### src/rtl/bus_decoder_pkg.sv
// ---------------------------------------------------------------------------
// bus_decoder_pkg
// Shared types for the agent-side Avalon-MM fan-out: word/byteenable widths,
// the agent select encoding, the decoder FSM states and a helper that turns
// a select value into a one-hot agent mask (all zero for SEL_NONE).
// ---------------------------------------------------------------------------
package bus_decoder_pkg;

    localparam int NUM_AGENTS = 3;
    localparam int WORD_W     = 32;
    localparam int BE_W       = WORD_W / 8;

    typedef logic [WORD_W-1:0] word_t;
    typedef logic [BE_W-1:0]   byteen_t;

    typedef enum logic [1:0] {
        SEL_A0   = 2'd0,
        SEL_A1   = 2'd1,
        SEL_A2   = 2'd2,
        SEL_NONE = 2'd3
    } sel_t;

    typedef enum logic {
        IDLE         = 1'b0,
        READ_PENDING = 1'b1
    } dec_state_t;

    // One-hot agent mask; SEL_NONE selects nobody so every AND-OR mux
    // built from it collapses to zero for unmapped addresses.
    function automatic logic [NUM_AGENTS-1:0] sel_onehot(input sel_t sel);
        logic [NUM_AGENTS-1:0] hot;
        hot = '0;
        case (sel)
            SEL_A0:  hot = 3'b001;
            SEL_A1:  hot = 3'b010;
            SEL_A2:  hot = 3'b100;
            default: hot = 3'b000;
        endcase
        return hot;
    endfunction

endpackage

### src/rtl/bus_decoder_address_decoder.sv
// ---------------------------------------------------------------------------
// address_decoder
// Purely combinational address window decoder. A window hits when
// (address & MASK) == BASE; overlapping windows resolve to the lowest index.
// Ports:
//   address  in   bus address to decode
//   sel      out  selected agent, SEL_NONE when no window hits
// ---------------------------------------------------------------------------
module address_decoder
    import bus_decoder_pkg::*;
#(
    parameter logic [31:0] AGENT0_BASE = 32'h0000_0000,
    parameter logic [31:0] AGENT1_BASE = 32'h1000_0000,
    parameter logic [31:0] AGENT2_BASE = 32'h2000_0000,
    parameter logic [31:0] AGENT0_MASK = 32'hF000_0000,
    parameter logic [31:0] AGENT1_MASK = 32'hF000_0000,
    parameter logic [31:0] AGENT2_MASK = 32'hF000_0000
) (
    input  logic [WORD_W-1:0] address,
    output sel_t              sel
);

    always_comb begin
        sel = SEL_NONE;
        if ((address & AGENT0_MASK) == AGENT0_BASE) begin
            sel = SEL_A0;
        end else if ((address & AGENT1_MASK) == AGENT1_BASE) begin
            sel = SEL_A1;
        end else if ((address & AGENT2_MASK) == AGENT2_BASE) begin
            sel = SEL_A2;
        end
    end

endmodule

### src/rtl/bus_decoder.sv
// ---------------------------------------------------------------------------
// bus_decoder
// Single-host to three-agent Avalon-MM fan-out. Commands are routed
// combinationally to the agent whose window matches the address; the one
// outstanding read is tracked so its response returns from the right agent.
// Unmapped writes are acknowledged and dropped, unmapped reads are answered
// with DEFAULT_RDATA one cycle after acceptance.
// Ports:
//   clk, reset                  clock, asynchronous active-high reset
//   bus_*                       upstream agent port (from the CrossBar)
//     address/byteenable/read/write/host_to_agent in
//     agent_to_host/waitrequest/readdatavalid     out
//   agent_*[n]                  downstream host ports, one slice per agent
//     address/byteenable/read/write/host_to_agent out
//     agent_to_host/waitrequest/readdatavalid     in
// ---------------------------------------------------------------------------
module bus_decoder
    import bus_decoder_pkg::*;
#(
    parameter logic [31:0] AGENT0_BASE   = 32'h0000_0000,
    parameter logic [31:0] AGENT1_BASE   = 32'h1000_0000,
    parameter logic [31:0] AGENT2_BASE   = 32'h2000_0000,
    parameter logic [31:0] AGENT0_MASK   = 32'hF000_0000,
    parameter logic [31:0] AGENT1_MASK   = 32'hF000_0000,
    parameter logic [31:0] AGENT2_MASK   = 32'hF000_0000,
    parameter logic [31:0] DEFAULT_RDATA = 32'hDEAD_BEEF
) (
    input  logic                                 clk,
    input  logic                                 reset,
    input  logic [WORD_W-1:0]                    bus_address,
    input  logic [BE_W-1:0]                      bus_byteenable,
    input  logic                                 bus_read,
    input  logic                                 bus_write,
    input  logic [WORD_W-1:0]                    bus_host_to_agent,
    output logic [WORD_W-1:0]                    bus_agent_to_host,
    output logic                                 bus_waitrequest,
    output logic                                 bus_readdatavalid,
    output logic [NUM_AGENTS-1:0][WORD_W-1:0]    agent_address,
    output logic [NUM_AGENTS-1:0][BE_W-1:0]      agent_byteenable,
    output logic [NUM_AGENTS-1:0]                agent_read,
    output logic [NUM_AGENTS-1:0]                agent_write,
    output logic [NUM_AGENTS-1:0][WORD_W-1:0]    agent_host_to_agent,
    input  logic [NUM_AGENTS-1:0][WORD_W-1:0]    agent_agent_to_host,
    input  logic [NUM_AGENTS-1:0]                agent_waitrequest,
    input  logic [NUM_AGENTS-1:0]                agent_readdatavalid
);

    sel_t                  live_sel;
    sel_t                  sel;
    sel_t                  sel_next;
    dec_state_t            state;
    dec_state_t            state_next;
    logic [NUM_AGENTS-1:0] live_hot;
    logic [NUM_AGENTS-1:0] pend_hot;
    logic                  cmd_wait;

    address_decoder #(
        .AGENT0_BASE (AGENT0_BASE),
        .AGENT1_BASE (AGENT1_BASE),
        .AGENT2_BASE (AGENT2_BASE),
        .AGENT0_MASK (AGENT0_MASK),
        .AGENT1_MASK (AGENT1_MASK),
        .AGENT2_MASK (AGENT2_MASK)
    ) u_address_decoder (
        .address (bus_address),
        .sel     (live_sel)
    );

    always_ff @(posedge clk or posedge reset) begin
        if (reset) begin
            state <= IDLE;
            sel   <= SEL_NONE;
        end else begin
            state <= state_next;
            sel   <= sel_next;
        end
    end

    // Next state, strobe gating and response mux. Reset is folded in here
    // as well so outputs show their reset values for as long as reset is
    // held, not only from the next clock edge.
    always_comb begin
        state_next          = state;
        sel_next            = sel;
        agent_address       = '0;
        agent_byteenable    = '0;
        agent_read          = '0;
        agent_write         = '0;
        agent_host_to_agent = '0;
        bus_waitrequest     = 1'b1;
        bus_readdatavalid   = 1'b0;
        bus_agent_to_host   = '0;
        cmd_wait            = 1'b0;
        live_hot            = sel_onehot(live_sel);
        pend_hot            = sel_onehot(sel);

        if (!reset) begin
            case (state)
                IDLE: begin
                    // A simultaneous read and write keeps only the read.
                    for (int i = 0; i < NUM_AGENTS; i++) begin
                        if (live_hot[i]) begin
                            agent_address[i]       = bus_address;
                            agent_byteenable[i]    = bus_byteenable;
                            agent_host_to_agent[i] = bus_host_to_agent;
                            agent_read[i]          = bus_read;
                            agent_write[i]         = bus_write && !bus_read;
                        end
                    end
                    // Unmapped commands see no waitrequest since live_hot is zero.
                    cmd_wait        = (bus_read || bus_write) && |(live_hot & agent_waitrequest);
                    bus_waitrequest = cmd_wait;

                    if (bus_read && !cmd_wait) begin
                        if (|(live_hot & agent_readdatavalid)) begin
                            bus_readdatavalid = 1'b1;
                            for (int i = 0; i < NUM_AGENTS; i++) begin
                                if (live_hot[i]) begin
                                    bus_agent_to_host = agent_agent_to_host[i];
                                end
                            end
                        end else begin
                            sel_next   = live_sel;
                            state_next = READ_PENDING;
                        end
                    end
                end

                READ_PENDING: begin
                    if (sel == SEL_NONE) begin
                        bus_readdatavalid = 1'b1;
                        bus_agent_to_host = DEFAULT_RDATA;
                    end else begin
                        bus_readdatavalid = |(pend_hot & agent_readdatavalid);
                        for (int i = 0; i < NUM_AGENTS; i++) begin
                            if (pend_hot[i] && agent_readdatavalid[i]) begin
                                bus_agent_to_host = agent_agent_to_host[i];
                            end
                        end
                    end
                    if (bus_readdatavalid) begin
                        state_next = IDLE;
                        sel_next   = SEL_NONE;
                    end
                end

                default: begin
                    state_next = IDLE;
                    sel_next   = SEL_NONE;
                end
            endcase
        end
    end

endmodule

### config.mk
export PLATFORM = sky130hd
export DESIGN_NAME = bus_decoder
export DESIGN_NICKNAME = d
export VERILOG_FILES = /design/src/rtl/bus_decoder_pkg.sv /design/src/rtl/bus_decoder_address_decoder.sv /design/src/rtl/bus_decoder.sv
export SDC_FILE = /design/constraint.sdc
export NUM_CORES = 1
export LEC_CHECK = 0
export BUFFER_PORTS_ARGS = -buffer_cell sky130_fd_sc_hd__buf_2
export CAP_MARGIN = 20
export CORE_AREA = 2 2 161 163
export DETAILED_ROUTE_END_ITERATION = 8
export DIE_AREA = 0 0 163 165
export PLACE_DENSITY = 0.5
export REMOVE_ABC_BUFFERS = 1
export SETUP_SLACK_MARGIN = 0.5
export SYNTH_ARGS = -nofsm -noshare
export SYNTH_HDL_FRONTEND = slang
export SYNTH_SLANG_ARGS = --single-unit
### constraint.sdc
create_clock -name clk -period 1.78 [get_ports clk]
set_clock_uncertainty 0.05 [all_clocks]
set_input_delay 0.178 -clock clk [delete_from_list [all_inputs] [get_ports clk]]
set_output_delay 0.178 -clock clk [all_outputs]
set_load 0.01 [all_outputs]
; After elaboration in Yosys (flattened, before gate mapping)
; Index checks and enable logic that the tools add are counted.
[totals]
ff_bits = 3
in_bits = 174
word_cells = 91
[op_classes]
n_eq_ne = 10
mux = 58
n_bitwise = 5
reduce_logical = 16
[op_table]
columns = cell, count
row1 = two-way mux 32 bit, 16
row2 = two-way mux 96 bit, 4
row3 = case mux 32 bit (2 select lines), 1
row4 = logical NOT 32 bit, 1
row5 = two-way mux 12 bit, 2
row6 = two-way mux 1 bit, 18
row7 = case mux 3 bit (3 select lines), 2
row8 = two-way mux 3 bit, 4
row9 = two-way mux 4 bit, 3
row10 = two-way mux 2 bit, 5
row11 = AND 3 bit, 3
row12 = OR reduction 3 bit, 3
row13 = equality test 2 bit (second input constant), 3
row14 = logical AND 1 bit, 6
row15 = equality test 2 x 1 -> 1 bit (second input constant), 2
row16 = equality test 4 x 1 -> 1 bit (second input constant), 1
row17 = equality test 4 x 2 -> 1 bit (second input constant), 1
row18 = logical NOT 2 bit, 2
row19 = != test 2 bit (second input constant), 2
row20 = case mux 1 bit (2 select lines), 2
row21 = case mux 2 bit (2 select lines), 1
row22 = AND reduction 4 bit, 1
row23 = logical NOT 1 bit, 2
row24 = != test 2 x 1 -> 1 bit (second input constant), 1
row25 = other kinds (2), 3

; Logic depth before layout (Yosys ltp)
[depth]
depth_word = 14
mapped_depth = 7

; Hierarchy
; A second synthesis with hierarchy kept.
[unflattened]
hier_cells = 516
area_unflattened_um2 = 3495.9
[modules_own_cells]
columns = mod, instances, cells_per_inst, area_each_um2, seq_area_each_um2
row1 = bus_decoder, 1, 514, 3483.3, 77.6
row2 = address_decoder, 1, 2, 12.5, 0.0

; Worst setup path after synthesis
; OpenSTA, ideal clock, no wires.
[synth_timing]
kind = register -> output
from = register sel[0]
to = output bus_agent_to_host[14]
t_arrival_ns = 1.602
slack_ns = -0.050
stages_incl_launch_ff = 7
path_cell_list = dfstp_2 > and2_0 > clkbuf_1 > buf_2 > a22oi_1 > a2bb2oi_1 > a211oi_1
[synth_via]
elab_chain_len = 9
word_cells_on_any_way = 14
[synth_lines]
columns = element, line_no
row1 = "start, declared", bus_decoder.sv:49  ; sel_t sel;
row2 = "start signal, assigned", bus_decoder.sv:75  ; sel <= sel_next;
row3 = equality test 2 bit (tied with other cells), bus_decoder_pkg.sv:33  ; case (sel)
row4 = case mux 3 bit (3 select lines), bus_decoder_pkg.sv:33
row5 = logical AND 1 bit, bus_decoder.sv:136  ; if (pend_hot[i] && agent_readdatavalid[i]) begin
row6 = two-way mux 32 bit (3 in series), bus_decoder.sv:136
row7 = two-way mux 32 bit (*), bus_decoder.sv:130  ; if (sel == SEL_NONE) begin
row8 = case mux 32 bit (2 select lines) (*), bus_decoder.sv:98  ; case (state)
row9 = two-way mux 32 bit (*), bus_decoder.sv:97  ; if (!reset) begin
row10 = "end, declared", bus_decoder.sv:35  ; output logic [WORD_W-1:0] bus_agent_to_host,
; Every way passes the cells marked *; elsewhere a longest branch is shown, timed or not.

==> impl_metrics.tcl <==
set metrics [dict create \
    status "complete, but fails checks" \
    violations "negative setup slack" \
    grt_max_degree 58 \
    path_clk_slew_ps 30 \
    io_buffers 407 \
    yosys.cell_types.count 46 \
    first_iter_violations 489 \
    synth_edf_count 0 \
    crit_required_ps 1550 \
    placementRows 58 \
    synthArstFlopShare_pct 100.0 \
    hold_violations 0 \
    p_per_area_mw_per_mm2 477.5 \
    num_vias 6384 \
    ys_warn_count 0 \
    synth.most_common_cell "and2_1" \
    regArea_sq_um 77.57 \
    dp_slack_ps -226.2 \
    r2r_setup_slack_ps -80 \
    critical_path_class "flop to output pin" \
    synth-seq-cells 3 \
    syn_area_sq_mm 0.003455 \
    leakage_nw 4.644 \
    layout-drive-gt1-share_pct 74.55 \
    placed_cells 1258 \
    critPathMaxFanout 6 \
    min_period_over_period_pct 117.6 \
    place.gp.congestion 0.8615 \
    syn_area_per_cell_sq_um 6.457 \
    ys_top_cells_by_area "and2_1 (24%), and3_1 (12%), a221oi_1 (7.6%)" \
    cts_tree "yes" \
    n_fill_cell 2528 \
    setup-violations-final 236 \
    cts_buffers 3 \
    period_needed_ps 2094 \
    htreeDepth 1 \
    fp.dieH_um 165 \
    core_area_sq_mm 0.02504 \
    synthCells 535 \
    die_x_um 163 \
    fmax_mhz 477.6 \
    hp-class "input port to async pin" \
    rsz0062_at_grt "true" \
    worstPathArrival_ps 1870 \
    yosysTopAreaCell "and2_1" \
    start_util_pct 13.80 \
    clockBufferDepth 2 \
    netlist.area_leader.share_pct 23.72 \
    antenna_found_initial 12 \
    syn2layout_area_growth_pct 173.7 \
    grt_pass1_vias 5925 \
    overflow 0 \
    clock_latency_ps 230 \
    power_mw 4.515 \
    layout.cells.non_filler 1342 \
    viasPerCell 4.757 \
    nets 1177 \
    multi_input_area_sq_mm 0.003916 \
    tns_ps -55780 \
    maxCapViolations 0 \
    finish.instance_area_sq_mm 0.009455 \
    dieArea_sq_mm 0.02690 \
    synth_flop_cell "dfstp_2" \
    wire_per_inst_um 21.68 \
    synthTopCellsByCount "and2_1 (131), and3_1 (68), a21oi_1 (47)" \
    clkSinkCount 3 \
    end_kind "output pin" \
    wl_mm 29.10 \
    vdd_drop_max_mv 0.3515 \
    ios 418 \
    drc 0 \
    antenna_left 0 \
    grt_pass1_wl_mm 38.14 \
    cp-start-kind "flop" \
    placed_cell_area_sq_mm 0.006157 \
    ys_seq_area_share_pct 2.246 \
    grtUsageTotal_pct 18.63 \
    ctsRootBufferMaster "clkbuf_16" \
    firstDrtPassIters 5 \
    worst_slack_ps -313.6 \
    post-dp-hpwl_mm 18.64 \
    drv_slew 0 \
]
==> layout make-up <==
| type | count | area share, % |
|---|---|---|
| Inverter | 2 | 0.07940 |
| Tap cell | 330 | 4.367 |
| Antenna cell | 10 | 0.2647 |
| Clock buffer | 4 | 0.8337 |
| Multi-Input combinational cell | 463 | 41.42 |
| Sequential cell | 3 | 0.8204 |
| Timing Repair Buffer | 530 | 52.22 |
==> logic make-up (layout without fill, tap and decap cells) <==
group / Yosys count / in the layout / synth area share, %
AO/OA/AOI/OAI: 143 / 143 / 27.53
buffers and inverters: 78 / 536 / 10.72
flip-flops: 3 / 3 / 2.245
multiplexers: 35 / 35 / 10.50
other: 1 / 20 / 0.1086
AND/OR/NAND/NOR: 275 / 275 / 48.90
==> report_power, final <==
group / internal (mW) / leakage (nW) / total (mW) / switching [mW]
Clock: 0.297 / 0.0382 / 0.371 / 0.0742
Sequential: 0.112 / 0.0337 / 0.157 / 0.0452
Combinational: 2.10 / 4.57 / 3.99 / 1.88
==> state kept, by name, indices dropped and copies added (netlist names) <==
register / flops
sel: 2
state: 1
==> critical path, stage by stage (launching register included) <==
cell	delay (ps)
dfrtp_1	390
buf_6	130
nor2_4	110
buf_6	100
and3_4	200
buf_12	120
buf_8	110
buf_12	100
buf_16	120
and2_4	140
buf_6	100
==> worst paths after layout <==
kind                          start                 endpoint  cells after the start
max reg2reg                   state                    state                     11
min in group clk           bus_read                   sel[1]                      3
max                           state  agent_host_to_agent[32]                     10
min reg2reg                   state                    state                      4
min                           reset                   sel[1]                      3
max in group asynchronous     reset                    state                      4
==> metrics by stage <==
step / util, % / hold slack (ps)
detailed placement: 24.59 / 180.9
CTS: 33.45 / 139.6
global placement: 24.59 / 183.8
floorplan: - / -90.78
global route: 37.74 / 169.8
finish: 37.77 / 148.2
==> layout by cell type, fill, tap and decap left out, drive strengths merged, types with 11 or more instances in the layout <==
cell type	instances
mux2i	25
and3	68
buf	522
o21ai	30
a21oi	47
a221oi	30
and2	132
clkbuf	11
or3	23
nor2	27
==> layer usage <==
metal	global-route usage, %	wire length [um]	vias up
met5	0	47	-
li1	-	-	2889
met3	4.596	2479	53
met4	4.425	569	8
met1	25.29	12300	3084
met2	29.58	13700	350
==> what timing repair did <==
action	CTS	global route
pin swaps	112	71
hold endpoints to repair	1	0
endpoints found under the setup margin	237	237
hold buffers	1	0
buffers inserted	30	8
gates resized for setup	277	158
cloned	23	8
No activity file was read; power rests on OpenSTA's default activity.
